--- config.mk ---
export PLATFORM = sky130hd
export DESIGN_NAME = pm_rate_meter
export DESIGN_NICKNAME = d
export VERILOG_FILES = /design/src/rtl/pm_pkg.sv /design/src/rtl/pm_gap_tracker.sv /design/src/rtl/pm_rate_meter.sv
export SDC_FILE = /design/constraint.sdc
export NUM_CORES = 1
export LEC_CHECK = 0
export ABC_AREA = 1
export BUFFER_PORTS_ARGS = -buffer_cell sky130_fd_sc_hd__buf_2
export CORE_MARGIN = 1.5
export CORE_UTILIZATION = 25
export CTS_CLUSTER_SIZE = 30
export DETAILED_ROUTE_END_ITERATION = 12
export PLACE_DENSITY = 0.52
export SKIP_LAST_GASP = 1
export SLEW_MARGIN = 5
export SYNTH_ARGS = -nofsm -noshare
export SYNTH_HDL_FRONTEND = slang
export SYNTH_SLANG_ARGS = --single-unit
--- constraint.sdc ---
create_clock -name clk -period 2.02 [get_ports clk]
set_input_delay 0.303 -clock clk [delete_from_list [all_inputs] [get_ports clk]]
set_output_delay 0.303 -clock clk [all_outputs]
set_load 0.05 [all_outputs]
--- src/rtl/pm_pkg.sv ---
// Shared types and elaboration-time rate math for the paced-link rate meter.
package pm_pkg;

    typedef enum logic [1:0] {
        IDLE    = 2'd0,
        SYNC    = 2'd1,
        MEASURE = 2'd2
    } pm_state_t;

    // All rate math is 64-bit so realistic link rates cannot overflow at elaboration.
    function automatic longint unsigned pm_expected_frames(input longint unsigned size,
                                                           input longint unsigned freq,
                                                           input longint unsigned bw,
                                                           input longint unsigned window);
        return (window * bw) / (size * 64'd8 * freq);
    endfunction

    function automatic longint unsigned pm_deviation(input longint unsigned expected,
                                                     input longint unsigned ppt);
        return (expected * ppt) / 64'd1000;
    endfunction

    function automatic longint unsigned pm_exp_lo(input longint unsigned expected,
                                                  input longint unsigned ppt);
        return expected - pm_deviation(expected, ppt);
    endfunction

    function automatic longint unsigned pm_exp_hi(input longint unsigned expected,
                                                  input longint unsigned ppt);
        return expected + pm_deviation(expected, ppt);
    endfunction

endpackage

--- src/rtl/pm_gap_tracker.sv ---
// Running min/max of inter-pulse gaps within a measurement window (PM_METER_GAP_STATS_EN builds only).
module pm_gap_tracker #(
    parameter int GAP_W = 10
) (
    input  logic             clk,
    input  logic             rst,
    input  logic             active,
    input  logic             restart,
    input  logic             pulse,
    input  logic             terminal,
    output logic [GAP_W-1:0] min_gap,
    output logic [GAP_W-1:0] max_gap
);

    localparam logic [GAP_W-1:0] GAP_MAX = '1;

    logic [GAP_W-1:0] since;
    logic [GAP_W-1:0] run_min;
    logic [GAP_W-1:0] run_max;
    logic [GAP_W-1:0] new_min;
    logic [GAP_W-1:0] new_max;
    logic [GAP_W-1:0] eff_min;
    logic [GAP_W-1:0] eff_max;
    logic             seen;
    logic             eff_seen;
    logic             have_gap;

    // restart marks cycle index 0: the previous window's history is ignored from here on.
    always_comb begin
        eff_seen = seen & ~restart;
        eff_min  = restart ? GAP_MAX : run_min;
        eff_max  = restart ? '0 : run_max;
        have_gap = pulse & eff_seen;
        new_min  = (have_gap && since < eff_min) ? since : eff_min;
        new_max  = (have_gap && since > eff_max) ? since : eff_max;
    end

    always_ff @(posedge clk or posedge rst) begin
        if (rst) begin
            since   <= '0;
            seen    <= 1'b0;
            run_min <= GAP_MAX;
            run_max <= '0;
            min_gap <= GAP_MAX;
            max_gap <= '0;
        end else if (active) begin
            run_min <= new_min;
            run_max <= new_max;
            if (pulse) begin
                since <= GAP_W'(1);
                seen  <= 1'b1;
            end else begin
                seen <= eff_seen;
                if (since != GAP_MAX)
                    since <= since + GAP_W'(1);
            end
            if (terminal) begin
                min_gap <= new_min;
                max_gap <= new_max;
            end
        end
    end

endmodule

--- src/rtl/pm_rate_meter.sv ---
// Frame-rate monitor: counts frame pulses over a fixed clk window and flags low/ok/high.
// Define PM_METER_GAP_STATS_EN to add min_gap/max_gap inter-pulse statistics.
//
// state   | meaning
// IDLE    | disabled, outputs hold last result
// SYNC    | enabled, waiting for the first frame to align the window
// MEASURE | counting frames; results latched on each terminal cycle
module pm_rate_meter
    import pm_pkg::*;
#(
    parameter int unsigned SIZE          = 64,
    parameter int unsigned FREQUENCY     = 350000000,
    parameter int unsigned BANDWIDTH     = 1000000000,
    parameter int unsigned WINDOW_CYCLES = 350000,
    parameter int unsigned TOLERANCE_PPT = 10,
    localparam longint unsigned EXP    = pm_expected_frames(64'(SIZE), 64'(FREQUENCY),
                                                            64'(BANDWIDTH), 64'(WINDOW_CYCLES)),
    localparam longint unsigned EXP_LO = pm_exp_lo(EXP, 64'(TOLERANCE_PPT)),
    localparam longint unsigned EXP_HI = pm_exp_hi(EXP, 64'(TOLERANCE_PPT)),
    localparam int CNT_W = $clog2(2 * EXP_HI + 2)
`ifdef PM_METER_GAP_STATS_EN
    ,
    localparam int GAP_W = $clog2(64'(WINDOW_CYCLES) + 1)
`endif
) (
    input  logic             clk,
    input  logic             rst,
    input  logic             enable,
    input  logic             frame_pulse,
    output logic             busy,
    output logic             result_valid,
    output logic [CNT_W-1:0] frame_count,
    output logic             rate_low,
    output logic             rate_high,
    output logic             rate_ok,
    output logic [15:0]      window_count
`ifdef PM_METER_GAP_STATS_EN
    ,
    output logic [GAP_W-1:0] min_gap,
    output logic [GAP_W-1:0] max_gap
`endif
);

    localparam int IDX_W = $clog2(WINDOW_CYCLES);
    localparam logic [IDX_W-1:0] IDX_LAST = IDX_W'(WINDOW_CYCLES - 1);
    localparam logic [CNT_W-1:0] CNT_MAX  = '1;
    localparam logic [CNT_W-1:0] CNT_LO   = CNT_W'(EXP_LO);
    localparam logic [CNT_W-1:0] CNT_HI   = CNT_W'(EXP_HI);

    pm_state_t        state;
    pm_state_t        state_next;
    logic [IDX_W-1:0] idx;
    logic [CNT_W-1:0] cnt;
    logic [CNT_W-1:0] cnt_next;
    logic             arm;
    logic             start;
    logic             terminal;

    always_ff @(posedge clk or posedge rst) begin
        if (rst)
            state <= IDLE;
        else
            state <= state_next;
    end

    always_comb begin
        state_next = state;
        arm        = 1'b0;
        start      = 1'b0;
        terminal   = 1'b0;
        case (state)
            IDLE: begin
                if (enable) begin
                    state_next = SYNC;
                    arm        = 1'b1;
                end
            end
            SYNC: begin
                if (!enable) begin
                    state_next = IDLE;
                end else if (frame_pulse) begin
                    state_next = MEASURE;
                    start      = 1'b1;
                end
            end
            MEASURE: begin
                if (!enable)
                    state_next = IDLE;
                else if (idx == IDX_LAST)
                    terminal = 1'b1;
            end
            default: state_next = IDLE;
        endcase
    end

    assign busy     = (state != IDLE);
    assign cnt_next = (frame_pulse && cnt != CNT_MAX) ? cnt + CNT_W'(1) : cnt;

    // The aligning pulse in SYNC is index 0 / frame 1, so MEASURE starts at index 1.
    always_ff @(posedge clk or posedge rst) begin
        if (rst) begin
            idx          <= '0;
            cnt          <= '0;
            frame_count  <= '0;
            rate_low     <= 1'b0;
            rate_high    <= 1'b0;
            rate_ok      <= 1'b0;
            result_valid <= 1'b0;
            window_count <= '0;
        end else begin
            result_valid <= 1'b0;
            if (arm)
                window_count <= '0;
            if (start) begin
                idx <= IDX_W'(1);
                cnt <= CNT_W'(1);
            end else if (state == MEASURE && enable) begin
                if (terminal) begin
                    idx          <= '0;
                    cnt          <= '0;
                    frame_count  <= cnt_next;
                    rate_low     <= (cnt_next < CNT_LO);
                    rate_high    <= (cnt_next > CNT_HI);
                    rate_ok      <= (cnt_next >= CNT_LO) && (cnt_next <= CNT_HI);
                    result_valid <= 1'b1;
                    window_count <= window_count + 16'd1;
                end else begin
                    idx <= idx + IDX_W'(1);
                    cnt <= cnt_next;
                end
            end
        end
    end

`ifdef PM_METER_GAP_STATS_EN
    logic gap_active;
    logic gap_restart;

    assign gap_active  = start | (state == MEASURE && enable);
    assign gap_restart = start | (state == MEASURE && idx == '0);

    pm_gap_tracker #(
        .GAP_W (GAP_W)
    ) u_gap_tracker (
        .clk      (clk),
        .rst      (rst),
        .active   (gap_active),
        .restart  (gap_restart),
        .pulse    (frame_pulse),
        .terminal (terminal),
        .min_gap  (min_gap),
        .max_gap  (max_gap)
    );
`endif

endmodule
==> run metrics, run 1 <==
outcome=finished, final reports clean; CTS tree=built; Syn Area/Cell=7.95 sq um; Worst EP required=2.24 ns; worst-skew pair later-pin latency=0.33 ns; Top FF cell, synth=dfrtp_1; crit share post-route=0.945; Seq cells post-synth=65; Pwr Total=3420 uW; Max VDD drop=0.337 mV; met2 Usage GRT=0.197; share of cells above drive strength 1=0.218; GRT busiest layer=met2; Slew Viols, Final=0; Design Area, Final=4480 sq um; library cells used by synthesis=41; endpoints failing hold=0; Final ANT Viol Nets=0; Seq/Total Area, Yosys=0.450; grt met1 use=0.169; Syn Nets=462; worst-path fanout max=4; ANT cells=0; mapped cell area=3620 sq um; HP Class=in -> async; fmax=524 MHz; WS Path Type=reg -> reg; Placer Congestion=0.906; # DRC=0; most frequent cells in the layout=nand2_1 (103), dfrtp_1 (64), inv_1 (51), nand3_1 (38), buf_2 (36); Setup violations, final=0; DR vias=3266; Crit. End Element=flop; I/O pin total=37; commonest non-fill, non-tap cell in the layout=nand2_1; largest net degree at the start of global routing=66; DRT Wirelength=9180 um; grt met3 use=0.0383; crit path time final=1.91 ns; PortBufs=36; Setup WS pre-CTS=0.0370 ns; clock root cell=clkbuf_16; FILL cells=1461; Vias/cell=4.71; drt wl/cell=13.2 um; worst slew pin tran=0.422 ns; Worst Path Arrival=2.13 ns; fraction of registers with async set/reset=1.00; EDFF count, synth=0; gr usage total=0.127; pwr/cell area=764 nW/um^2; Post-DP HPWL=6410 um; first-pass detailed-route iteration total=4; Initial Util=0.259; Final Skew=0.00516 ns; vias in the first global route=3083; CTS H-tree depth=3; core area=14000 sq um; placed cell area=4100 sq um; Static Leak=0.00195 uW; Die Height=123 um; DRT iter0 DRCs=351; clock sinks=65; Max clock buf depth=2; Clock transition at path regs=0.05 ns; die width=123 um; CTS Buf Count=9; CP Launch Type=flop; initial antenna violation count=0; hold buffer count at cts=0; RSZ-0062 raised after global routing=yes; first-pass GRT wire length=15100 um; nets@finish=515; GRT overflow=0; final worst slack=0.112 ns; Max-slew headroom=0.718; P&R area growth vs syn=23.8%; maxcap violations=0; Post-Synthesis Cells=455; hold_ws=0.0430 ns; Rows=43; Total Die Area=15200 sq um; Syn. warnings=0
-- registers in the layout, indices dropped and copies added (netlist names) --
signal	cells
idx	19
window_count	16
cnt	12
frame_count	12
state	2
rate_high	1
rate_low	1
rate_ok	1
result_valid	1
-- cells by family (layout without fill, tap and decap cells) --
kind of cell,count (synthesis),in the layout,synth area share
XOR/XNOR,17,17,0.0432
AO/OA/AOI/OAI,74,74,0.119
buffers and inverters,65,122,0.0702
flip-flops,65,65,0.450
adder cells (fa/ha/maj),3,3,0.0104
multiplexers,1,1,0.00277
AND/OR/NAND/NOR,230,231,0.305
-- per-stage QoR --
stage,utilization,std cells,setup TNS [ns]
finish,0.320,693,0
global route,0.320,693,-0.158
CTS,0.313,689,0
detailed placement,0.293,673,0
global placement,0.293,673,0
floorplan,-,455,0
-- path summary, 6_finish.rpt --
kind / slack, ns / from / endpoint / cells after the start
worst max-delay path: 0.11 / idx[0]$_DFFE_PP0P_ / idx[16]$_DFFE_PP0P_ / 9
worst min-delay path: 0.04 / rst / idx[13]$_DFFE_PP0P_ / 3
worst max register to register: 0.11 / idx[0]$_DFFE_PP0P_ / idx[16]$_DFFE_PP0P_ / 9
worst min register to register: 0.48 / frame_count[4]$_DFFE_PP0P_ / frame_count[4]$_DFFE_PP0P_ / 2
max in group asynchronous: 1.67 / rst / cnt[4]$_DFFE_PP0P_ / 3
min in group clk: 0.27 / enable / state[0]$_DFFE_PP0P_ / 3
-- final cells by class --
class                           instances  area [sq um]  share of cell area
Clock buffer                           13           260              0.0581
Multi-Input combinational cell        326          1820               0.407
Inverter                               55           211              0.0472
Sequential cell                        65          1630               0.364
Clock inverter                          3          15.0             0.00335
Timing Repair Buffer                   51           318              0.0710
Tap cell                              180           225              0.0503
-- where the power goes --
part | internal (uW) | switching [uW]
clock network | 891 | 555
logic | 198 | 303
registers | 1380 | 96.5
-- cell usage after synthesis, types with 4 or more instances --
cell	instances	share of area
nand2_2	11	0.019
o21ai_1	5	0.0069
nand3_1	38	0.053
a21oi_1	6	0.0083
xor2_1	11	0.027
o21ai_0	32	0.044
nor2_2	6	0.010
buf_2	4	0.0055
nand2_1	104	0.11
o22ai_1	19	0.033
nor3_1	12	0.017
clkbuf_1	6	0.0062
xnor2_1	5	0.012
inv_1	52	0.054
nand4_1	10	0.017
nor2_1	28	0.029
dfrtp_1	65	0.45
nor4_1	9	0.016
-- what timing repair did --
item,in CTS,in global routing
gates resized for setup,0,15
buffers inserted,0,3
endpoints found under the hold margin,0,0
setup endpoints to repair,0,17
-- critical path, cell delays in order, from the launching register on --
cell,delay (ns)
dfrtp_1,0.39
ha_1,0.23
nand2_1,0.09
nor2_1,0.11
nand2_1,0.15
nor3_2,0.23
nand3_1,0.16
nor3_1,0.22
and2_1,0.16
o21ai_1,0.06
-- per-layer routing --
metal	routed length, um	part of all wire
met1	4550	0.50
met2	4020	0.44
met3	502	0.055
met4	103	0.011
met5	0	0
Note: power is estimated with default switching activity, not from simulation.
==> run 2: changes to the inputs <==
--- a/config.mk
+++ b/config.mk
@@ -7,11 +7,13 @@
 export LEC_CHECK = 0
 export ABC_AREA = 1
 export BUFFER_PORTS_ARGS = -buffer_cell sky130_fd_sc_hd__buf_2
+export CELL_PAD_IN_SITES_DETAIL_PLACEMENT = 1
+export CELL_PAD_IN_SITES_GLOBAL_PLACEMENT = 1
 export CORE_MARGIN = 1.5
 export CORE_UTILIZATION = 25
 export CTS_CLUSTER_SIZE = 30
 export DETAILED_ROUTE_END_ITERATION = 12
-export PLACE_DENSITY = 0.52
+export PLACE_DENSITY = 0.62
 export SKIP_LAST_GASP = 1
 export SLEW_MARGIN = 5
 export SYNTH_ARGS = -nofsm -noshare
==> run 2 against run 1 <==
Global-route usage increased by 2.6 points; utilization up 2.0 points; hold slack improved by 0.24 ns; clock-buffer cell count decreased by 2; first-iteration DRC count is 51% lower; cell count grew 2.5%; flip-flop and latch count stayed put; via count increased by 3.9%; critical path type unchanged; largest power group is now clock; highest routed layer unchanged.
==> run metrics, run 2 (synthesis gave the netlist of run 1 again) <==
outcome=finished, final reports clean; crit share post-route=0.961 (+0.0164); Setup violations, final=0 (unchanged); Crit path max-delay family=simple AND/OR/NAND/NOR gates; hold endpoint=state[0]$_DFFE_PP0P_; Slowest Stage Delay on Critical Path=0.42 ns (+0.03 ns); Vias/cell=4.78 (+1.4%); # DRC=0 (unchanged); Worst Path Arrival=2.17 ns (+0.04 ns); Final Skew=0.00948 ns (+0.00432 ns); WS Path Type=reg -> reg; share of cells above drive strength 1=0.275 (+0.0571); Slew Viols, Final=0 (unchanged); drt wl/cell=15.5 um (+17%); DR vias=3392 (+3.9%); ANT cells=0 (unchanged); crit path time final=1.94 ns (+0.0332 ns); Die Height=123 um (unchanged); Top cell by count, worst path=nand2_1; GRT overflow=0 (unchanged); P&R area growth vs syn=31.6%; Post-Route M1 WL=5290 um (+16%); hold path cells=3; most frequent cells in the layout=nand2_1 (95), dfrtp_1 (62), inv_1 (48), nand3_1 (36), buf_2 (36); Pwr Total=3790 uW (+11%); Reg-to-Reg Start=cnt[1]$_DFFE_PP0P_; Max-slew headroom=0.708 (-0.0104); Detail Route met3 WL=274 um (-45%); die width=123 um (unchanged); Max clock buf depth=2 (unchanged); Largest regs=idx (19), window_count (16); first-pass detailed-route iteration total=4 (unchanged); Initial Util=0.259 (unchanged); vias in the first global route=3452 (+12%); largest net degree at the start of global routing=51 (-23%); highest metal used=met4; Final ANT Viol Nets=0 (unchanged); crit path cell chain=ha_4 -> inv_2 -> nor2_4 -> nand3_4 -> nand2_8 -> buf_4 -> buf_4 -> o21ai_4 -> buf_4 -> nand2_1 -> nand2_1 -> nand2_2 -> nand2_1 -> nand2_1; Buffers & Inverters on Critical Path=4 (+4); Max VDD drop=0.432 mV (+28%); gr usage total=0.154 (+0.0263); DRT iter0 DRCs=172 (-51%); met2 wire len=5250 um (+30%); Setup WS pre-CTS=-0.00417 ns (-0.0411 ns); FILL cells=1697 (+16%); clock root cell=clkbuf_16; clock sinks=65 (unchanged); worst-path fanout max=6 (+2); final worst slack=0.0788 ns (-0.0332 ns); pwr/cell area=796 nW/um^2 (+4.2%); Rows=43 (unchanged); worst slew pin tran=0.438 ns (+0.0156 ns); HP Class=in -> reg; CTS Buf Count=9 (unchanged); Largest register FFs=19 (unchanged); R2R Setup Slk=0.08 ns (-0.03 ns); CP Launch Type=flop; first-pass GRT wire length=17800 um (+18%); Total Die Area=15200 sq um (unchanged); nets@finish=534 (+3.7%); CTS tree=built; fmax=515 MHz (-1.7%); Placer Congestion=0.787 (-13%); endpoints failing hold=0 (unchanged); Post-DP HPWL=8100 um (+27%); core area=14000 sq um (unchanged); reg2reg path depth=14 (+5); maxcap violations=0 (unchanged); Top reg by flops=idx; r2r endpoint=rate_high$_DFFE_PP0P_; worst-skew pair later-pin latency=0.34 ns (about the same); final core occ=0.340 (+0.0203); PortBufs=36 (unchanged); DRT Wirelength=11000 um (+20%); Worst EP required=2.25 ns (about the same); Clock transition at path regs=0.06 ns (about the same); HP Start=enable; CTS H-tree depth=3 (unchanged); initial antenna violation count=0 (unchanged); Crit. End Element=flop; I/O pin total=37 (unchanged); commonest non-fill, non-tap cell in the layout=nand2_1; setup TNS=0 ns (unchanged); Static Leak=0.00210 uW (+7.7%); Worst path slowest cell=dfrtp_1
-- run 2: stage by stage --
| step | hold WS [ns] | instances | cell area, sq um |
|---|---|---|---|
| floorplan | 0.452 | 455 | 3620 |
| global placement | 0.316 | 681 | 4140 |
| detailed placement | 0.326 | 681 | 4140 |
| CTS | 0.279 | 696 | 4470 |
| global route | 0.288 | 710 | 4760 |
| finish | 0.281 | 710 | 4760 |
-- run 2: worst max path at each step --
stage                                   from                    end  slack, ns  cells after the start
after floorplan                          rst     cnt[0]$_DFFE_PP0P_       0.09                      1
after global placement    cnt[1]$_DFFE_PP0P_    rate_ok$_DFFE_PP0P_     -0.003                     14
after detailed placement  cnt[1]$_DFFE_PP0P_    rate_ok$_DFFE_PP0P_     -0.004                     12
after CTS                 cnt[1]$_DFFE_PP0P_    rate_ok$_DFFE_PP0P_      0.006                     12
after global routing      cnt[1]$_DFFE_PP0P_  rate_high$_DFFE_PP0P_      -0.02                     17
final                     cnt[1]$_DFFE_PP0P_  rate_high$_DFFE_PP0P_       0.08                     14
-- run 2: metal layers --
layer,global-route usage,up-vias
li1,-,1670
met4,0.0718,0
met1,0.202,1669
met3,0.0258,15
met5,0,-
met2,0.247,38
-- run 2: timing repair --
action                                 CTS  global route
gates cloned                             0             0
endpoints found under the hold margin   15             0
hold buffers                             1             0
setup endpoints to repair                2            42
buffers inserted                         0            14
pin swaps                                0            14
gates resized for setup                  1            47
-- run 2: final cells by class --
type / count / area (sq um) / share of cell area
clock inverters: 3 / 65.1 / 0.0137
multi-input cells: 325 / 1890 / 0.396
flip-flops and latches: 65 / 1630 / 0.342
well taps: 180 / 225 / 0.0473
inverters: 55 / 214 / 0.0449
clock buffers: 11 / 253 / 0.0531
repair buffers: 71 / 487 / 0.102
-- run 2: power by group --
group,switching (uW),internal [uW]
Clock,588,1130
Sequential,90.0,1380
Combinational,359,242
Total,1040,2750
-- run 2: worst reg2reg max path: cells and delay by family (launching register included) --
kind,cells,cell delay [ns]
flops,1,0.42
fa+ha+maj,1,0.20
simple gates,8,0.54
buf+inv,4,0.53
compound gates,1,0.15
